`config.mk`:
```
export PLATFORM = sky130hd
export DESIGN_NAME = mull_unit
export DESIGN_NICKNAME = d
export VERILOG_FILES = /design/src/rtl/mull_pkg.sv /design/src/rtl/mull_datapath.sv /design/src/rtl/mull_unit.sv
export SDC_FILE = /design/constraint.sdc
export NUM_CORES = 1
export LEC_CHECK = 0
export CAP_MARGIN = 20
export CORE_UTILIZATION = 60
export DETAILED_ROUTE_END_ITERATION = 8
export MAX_ROUTING_LAYER = met4
export PLACE_DENSITY = 0.83
export SYNTH_ARGS = -nofsm -noshare
export SYNTH_HDL_FRONTEND = slang
export SYNTH_SLANG_ARGS = --single-unit
```
`constraint.sdc`:
```
create_clock -name clk -period 30.5 [get_ports clk]
set_input_delay 4.575 -clock clk [delete_from_list [all_inputs] [get_ports clk]]
set_output_delay 4.575 -clock clk [all_outputs]
set_load 0.01 [all_outputs]
```
`src/rtl/mull_pkg.sv`:
```
// Shared encodings and constants for the iterative long-multiply unit.
package mull_pkg;

  typedef enum logic [1:0] {
    IDLE = 2'd0,
    MUL  = 2'd1,
    FIX  = 2'd2,
    WB   = 2'd3
  } state_t;

  localparam int OP_SIGNED = 0;
  localparam int OP_ACC    = 1;

  localparam logic [4:0] CNT_LAST = 5'd31;

  // Destination register indices captured with the request
  typedef struct packed {
    logic [3:0] lo;
    logic [3:0] hi;
  } wa_pair_t;

endpackage

```
`src/rtl/mull_datapath.sv`:
```
// Operand magnitudes, radix-2 shift-add product, final sign fix and accumulate.
module mull_datapath
  import mull_pkg::*;
#(
  parameter int WIDTH = 32
) (
  input  logic               clk,
  input  logic               reset,
  input  logic               load,
  input  logic               step,
  input  logic [1:0]         op,
  input  logic [WIDTH-1:0]   a,
  input  logic [WIDTH-1:0]   b,
  input  logic [WIDTH-1:0]   acc_hi,
  input  logic [WIDTH-1:0]   acc_lo,
  output logic [2*WIDTH-1:0] res
);

  logic [2*WIDTH-1:0] mcand, prod, acc, prod_s;
  logic [WIDTH-1:0]   mplier;
  logic               neg, acc_en;

  // The most negative value maps to itself, which reads correctly as unsigned.
  function automatic logic [WIDTH-1:0] mag(input logic [WIDTH-1:0] v, input logic sgn);
    return (sgn && v[WIDTH-1]) ? (~v + 1'b1) : v;
  endfunction

  always_ff @(posedge clk or posedge reset) begin
    if (reset) begin
      mcand  <= '0;
      mplier <= '0;
      prod   <= '0;
      acc    <= '0;
      neg    <= 1'b0;
      acc_en <= 1'b0;
    end else if (load) begin
      mcand  <= {{WIDTH{1'b0}}, mag(a, op[OP_SIGNED])};
      mplier <= mag(b, op[OP_SIGNED]);
      prod   <= '0;
      acc    <= {acc_hi, acc_lo};
      neg    <= op[OP_SIGNED] & (a[WIDTH-1] ^ b[WIDTH-1]);
      acc_en <= op[OP_ACC];
    end else if (step) begin
      prod   <= prod + (mplier[0] ? mcand : '0);
      mcand  <= mcand << 1;
      mplier <= mplier >> 1;
    end
  end

  always_comb begin
    prod_s = neg ? (~prod + 1'b1) : prod;
    res    = prod_s + (acc_en ? acc : '0);
  end

endmodule

```
`src/rtl/mull_unit.sv`:
```
// UMULL/SMULL/UMLAL/SMLAL controller: FSM, step count and registered write ports.
module mull_unit
  import mull_pkg::*;
#(
  parameter int WIDTH = 32
) (
  input  logic             clk,
  input  logic             reset,
  input  logic             start,
  input  logic [1:0]       op,
  input  logic [WIDTH-1:0] a,
  input  logic [WIDTH-1:0] b,
  input  logic [WIDTH-1:0] acc_hi,
  input  logic [WIDTH-1:0] acc_lo,
  input  logic [3:0]       wa_lo_in,
  input  logic [3:0]       wa_hi_in,
  output logic             busy,
  output logic             done,
  output logic             we3,
  output logic [3:0]       wa3,
  output logic [WIDTH-1:0] wd3,
  output logic             we0,
  output logic [3:0]       wa0,
  output logic [WIDTH-1:0] wd0
);

  state_t             state, nxt;
  logic [4:0]         cnt;
  wa_pair_t           wa_q;
  logic               load, step;
  logic [2*WIDTH-1:0] res;

  assign load = (state == IDLE) && start;
  assign step = (state == MUL);

  mull_datapath #(.WIDTH(WIDTH)) u_dp (
    .clk    (clk),
    .reset  (reset),
    .load   (load),
    .step   (step),
    .op     (op),
    .a      (a),
    .b      (b),
    .acc_hi (acc_hi),
    .acc_lo (acc_lo),
    .res    (res)
  );

  always_ff @(posedge clk or posedge reset) begin
    if (reset) state <= IDLE;
    else       state <= nxt;
  end

  always_comb begin
    nxt = state;
    case (state)
      IDLE:    if (start) nxt = MUL;
      MUL:     if (cnt == CNT_LAST) nxt = FIX;
      FIX:     nxt = WB;
      WB:      nxt = IDLE;
      default: nxt = IDLE;
    endcase
  end

  always_ff @(posedge clk or posedge reset) begin
    if (reset) begin
      cnt  <= '0;
      wa_q <= '0;
    end else if (load) begin
      cnt  <= '0;
      wa_q <= '{lo: wa_lo_in, hi: wa_hi_in};
    end else if (step) begin
      cnt  <= cnt + 1'b1;
    end
  end

  // Write ports load on the FIX edge so they are stable for the whole WB cycle.
  always_ff @(posedge clk or posedge reset) begin
    if (reset) begin
      busy <= 1'b0;
      done <= 1'b0;
      we3  <= 1'b0;
      we0  <= 1'b0;
      wa3  <= '0;
      wa0  <= '0;
      wd3  <= '0;
      wd0  <= '0;
    end else begin
      done <= 1'b0;
      we3  <= 1'b0;
      we0  <= 1'b0;
      if (load) busy <= 1'b1;
      if (state == FIX) begin
        wd3  <= res[WIDTH-1:0];
        wd0  <= res[2*WIDTH-1:WIDTH];
        wa3  <= wa_q.lo;
        wa0  <= wa_q.hi;
        we0  <= 1'b1;
        we3  <= (wa_q.lo != wa_q.hi);  // same register: RdHi wins
        done <= 1'b1;
      end
      if (state == WB) begin
        busy <= 1'b0;
        wa3  <= '0;
        wa0  <= '0;
        wd3  <= '0;
        wd0  <= '0;
      end
    end
  end

endmodule

```
Yosys cells after proc, flatten, opt, wreduce, memory -nomap -nowiden
Cells that the tools add are included.

storage, ports and cells
  flip-flop bits (word level) = 316
  bits in latches = 0
  memory bits (writable) = 0
  memory bits (read-only) = 0
  input port bits = 141
  output and inout port bits = 76
  logic and storage cells = 71
  memories = 0

cells by class
  add/sub/neg operators = 6
  $mul = 0
  divide/modulo/power cells = 0
  order comparisons = 0
  eq/ne operators = 7
  shift operators = 0
  multiplexer cells = 28
  bitwise operators = 5
  reductions and logical operators = 8

operators by type and width
  kind                                                                      count
  64-bit two-way mux                                                        7
  32-bit two-way mux                                                        8
  64-bit adder                                                              2
  32-bit by 1-bit adder with 32-bit output (second input constant)          2
  64-bit by 1-bit adder with 64-bit output (second input constant)          1
  32-bit inverter                                                           2
  64-bit inverter                                                           1
  4-bit two-way mux                                                         4
  5-bit two-way mux                                                         2
  2-bit one-hot mux with 4 select lines                                     1
  2-bit nonzero test                                                        3
  5-bit by 1-bit adder with 5-bit output (second input constant)            1
  5-bit equality test (second input constant)                               1
  2-bit equality test (second input constant)                               2
  1-bit two-way mux                                                         4
  2-bit two-way mux                                                         2
  4-bit inequality test                                                     1
  1-bit logical AND                                                         3
  2-bit by 1-bit equality test with 1-bit output (second input constant)    1
  2-bit zero test                                                           1
  2-bit by 1-bit inequality test with 1-bit output (second input constant)  1
  2-bit inequality test (second input constant)                             1
  2-bit AND reduction                                                       1
  1-bit AND                                                                 1
  1-bit XOR                                                                 1

Longest topological paths before layout
  word-level depth = 6
  mapped depth = 23
  mapped depth without buffers = 22

Hierarchy
From an unflattened synthesis, not the netlist that was laid out.

second synthesis, totals
  cell total of the unflattened synthesis = 2678
  area, all modules = 23702.7 µm²

by module, submodules not included
  module         times used  cells each  area each (µm²)  seq. area each (µm²)
  mull_datapath  1           2379        19919.1          5655.4
  mull_unit      1           299         3783.6           2252.2

Worst setup path after synthesis
OpenSTA, ideal clock, no wires.

  kind = input to register
  from = in b[4]
  to = reg u_dp.mplier[28]
  setup time = 0.083 ns
  data arrival time = 7.168 ns
  data required time = 30.417 ns
  path slack = 23.249 ns
  stages = 10
  buffers on the path = 0
  path through = nor4_1 -> nand2_1 -> or4_1 -> or4_1 -> o41ai_1 -> o21ai_0 -> a21oi_1 -> xnor2_1 -> nand2_1 -> o21ai_0

on the way
  cells in the longest elaborated chain, start to end = 4

ends and longest elaborated chain
  element                                   RTL line             RTL
  start: declaration                        mull_unit.sv:12      input logic [WIDTH-1:0] b,
  32-bit inverter                           mull_datapath.sv:25  return (sgn && v[WIDTH-1]) ? (~v + 1'b1) : v;
  32-bit by 1-bit adder with 32-bit output  mull_datapath.sv:25
  32-bit two-way mux                        mull_datapath.sv:25
  32-bit two-way mux                        mull_datapath.sv:36  end else if (load) begin
  end signal: assignment                    mull_datapath.sv:38  mplier <= mag(b, op[OP_SIGNED]);
  end signal: assignment                    mull_datapath.sv:46  mplier <= mplier >> 1;
  end: declaration                          mull_datapath.sv:20  logic [WIDTH-1:0] mplier;

No other way between the ends.
A chain may end at the register's enable or synchronous reset.

Final worst setup path
Ends and elaborated chain as after synthesis.

==> key figures <==
Status
  • Status: complete, but fails checks
  • Failing checks: DRC

CTS
  • H-tree depth: 2
  • Root Driver: clkbuf_16
  • Post-CTS setup buffers: 0
  • Clock-pin slew on the worst setup and hold paths: around 0.060 ns
  • Max clock buf depth: 3
  • Clock insertion delay at the later pin of the skew report: 0.53 ns
  • Count of hold-fix buffers inserted at cts: 0
  • Clock Sinks: 316
  • Cts bufs inserted: 35
  • CTS tree: yes
  • Post_cts resized: 0

Timing
  • Relative slew margins: 27.3%
  • Endpoints failing setup: 0
  • Slew Limit Fails: 0
  • Hold slack final: 0.467 ns
  • Min cycle time layout: 7.78 ns
  • Fin Clk Skew: 0.0144 ns
  • Fin crit share: 25.5%
  • Max Clk Rate: 128 MHz
  • Setup TNS: 0 ns
  • Least-Margin Pin Slew: 1.09 ns
  • RSZ-0062 raised after global routing: no
  • Final-report hold violation count: 0

Setup path
  • Data arrival, critical path: ~8 ns
  • Reg2reg path depth: 21
  • Worst setup SP type: input pin
  • WP data required: just over 30 ns
  • Setup Crit Path Kind: in -> reg
  • Crit. End Element: flip-flop
  • Max FO, Critical Path: 5

Logic synthesis
  • Yosys cell types: slightly below 80
  • Mean post-synth cell area: 8.44 µm²
  • Sequential area share after synthesis: 33.7%
  • Main flop type after synthesis: dfrtp_1
  • EDFF count, synth: 0
  • Syn Inst Count: 2,779
  • Synth async-reset ratio: 100%
  • Synth Register Bits: ~320
  • YS warnings: 0
  • Mapped Nets: between 3,000 and 4,000
  • Synth Cell Area: between 0.02 and 0.025 mm²

Global route
  • GR Overflow Total: 0
  • Largest net degree at the start of global routing: 142
  • GRT Util Overall: between 30% and 40%
  • Global-route wire length before repair: 97,400 µm
  • Initial antenna violation count: 0
  • Vias in the first global route: just under 20,000

Finish
  • Layout cells sized above 1: 3.72%
  • Final core occ: between 70% and 80%
  • FILL cells: 3,133
  • Layout area overhead: 15.3%
  • Layout Nets: roughly 3,200
  • ANT cells: 0
  • Storage cell area: roughly 0.008 mm²
  • Final cell count without fillers: 3,445
  • Multi-input logic area: ~0.015 mm²
  • Design area: 0.0270 mm²

Routing
  • First-pass DRT Iterations: 8
  • Vias per inst: between 5 and 6
  • Post-Route WL: 60,400 µm
  • Vias after detailed routing: 20,519
  • Antenna viol nets, final: 0
  • DR iter-0 viols: 1,360
  • DR WL/cell: 17.5 µm
  • Residual DRC count: 1

Floorplan
  • IO Pins: 217
  • Die Ht: approximately 200 µm
  • Die width: 200 µm
  • Initial Util: 60.8%
  • Die area: 0.0399 mm²
  • Cell Rows: slightly above 70
  • Core Area: 0.0386 mm²

Min path
  • Hold Path Depth: 2
  • Tightest Hold Check Type: reg -> reg

Place
  • Placed insts: 3,384
  • Routability cong.: 0.946
  • IO Port Bufs: about 220
  • DP Area: 0.0259 mm²
  • Hpwl dp: roughly 45,000 µm

Power and ir drop
  • LEAKAGE: 12.4 nW
  • Max VDD drop: 96.6 µV
  • Combinational share of power: approximately three fifths
  • Flop pwr share: 25.9%
  • Power Density: 106 mW/mm²
  • P_int: 0.00154 W
  • Switching Fraction: 46.3%
  • Sw power: about 0.0013 W
  • Clock Power Share: 15.0%

Run
  • MaxCap Viol Count: 0
==> sequential cells by signal, summed over array words and instances, names as in the netlist <==
signal / count
wa_q: 8
wa0: 4
u_dp.prod: 64
u_dp.mplier: 32
wa3: 4
u_dp.neg: 1
we0: 1
u_dp.acc_en: 1
wd3: 32
u_dp.acc: 64
we3: 1
u_dp.mcand: 64
busy: 1
wd0: 32
cnt: 5
state: 2
==> per-stage QoR <==
step | worst slack [ns] | total power [W]
after floorplan | 17.18 | 0.00195
after global placement | 22.46 | 0.00235
after detailed placement | 22.21 | 0.00241
after CTS | 22.76 | 0.00286
after global routing | 22.56 | 0.00309
final | 22.72 | 0.00287
==> power groups by stage <==
stage	Combinational, W	Clock [W]	Sequential [W]
6_report	0.00169	0.000431	0.000744
3_3_place_gp	0.00162	0	0.000734
3_5_place_dp	0.00166	0	0.000745
5_1_grt	0.00187	0.000455	0.000764
4_1_cts	0.00168	0.000439	0.000741
2_1_floorplan	0.00124	0	0.000709
==> routing by layer <==
layer	track usage [%]	vias up	part of all wire (%)
met3	4.46	88	6.1
met4	8.14	0	2.1
met2	47.2	600	44
met5	-	-	0
met1	43.3	9758	48
li1	-	10073	-
==> layout by cell type, fill, tap and decap left out, types with 26 or more instances in the layout <==
master           Yosys  layout
mux2i_1            175     175
o21bai_1            33      33
nand4_1             41      41
nor2_1             224     224
a21o_1              80      80
a21oi_1            154     154
clkdlybuf4s50_1      0     216
nor3_1              39      39
nand2_1            446     445
ha_1               145     142
o31ai_1             43      43
inv_1               50      49
dfrtp_1            316     316
nand3_1             38      38
o21ai_0            190     190
xnor2_1            161     161
clkbuf_16            0      35
a211oi_1            26      26
xor2_1              73      73
and2_1             137     136
==> kinds of logic after synthesis <==
kind of cell               Yosys count  share of synthesized area [%]
muxes                              176                           7.52
adders and majority gates          147                           7.91
AOI/OAI and AO/OA                  661                           17.8
xor gates and xnor gates           234                           8.74
DFF                                316                           33.7
buffers and inverters              193                           3.17
and+or+nand+nor                   1052                           21.1
==> cell type report <==
cell class,count,share of cell area (%)
clock buffer,45,3.60
clock inverter,16,0.745
inverter,51,0.736
multi-input combinational,2270,54.9
sequential,316,29.3
tap,518,2.40
timing repair buffer,229,8.41
==> final timing paths <==
check / start / endpoint / slack, ns
worst min-delay path: u_dp.acc[23] / u_dp.acc[23] / 0.47
worst max register to register: u_dp.prod[6] / wd0[31] / 24.46
min in group asynchronous: reset / u_dp.mcand[11] / 4.57
worst min register to register: u_dp.acc[23] / u_dp.acc[23] / 0.47
max in group asynchronous: reset / wd0[20] / 23.77
worst max-delay path: b[4] / u_dp.mplier[28] / 22.72
==> cell usage after synthesis, drive strengths merged, types with 10 or more instances <==
cell type	number	area, µm²
a21o	80	601
clkbuf	118	443
o31ai	44	335
xor2	73	639
xnor2	161	1410
and2	137	857
nor2b	10	62.6
a31oi	24	150
nand4	41	257
nor4	20	125
inv	51	191
a211oi	26	195
nand2b	13	96.4
and3	10	62.6
o21ai	195	976
nor3	39	195
nand2	446	1670
mux2i	175	1750
or3	26	185
nor2	224	841
a221oi	10	87.6
a21oi	154	771
o21bai	33	248
ha	145	1810
or4	16	135
buf	24	110
o41ai	11	111
nand3	38	190
dfrtp	316	7910
o22ai	11	68.8
==> worst max-delay path, cell delays in order <==
cell             delay (ns)
clkdlybuf4s50_1        0.47
nor4_1                 0.49
nand2_1                0.17
or4_1                  0.48
or4_1                  0.57
o41ai_1                0.61
o21ai_0                0.31
a21oi_1                0.21
xnor2_1                0.14
nand2_1                0.07
o21ai_0                0.11
Note: power is estimated with default switching activity, not from simulation.
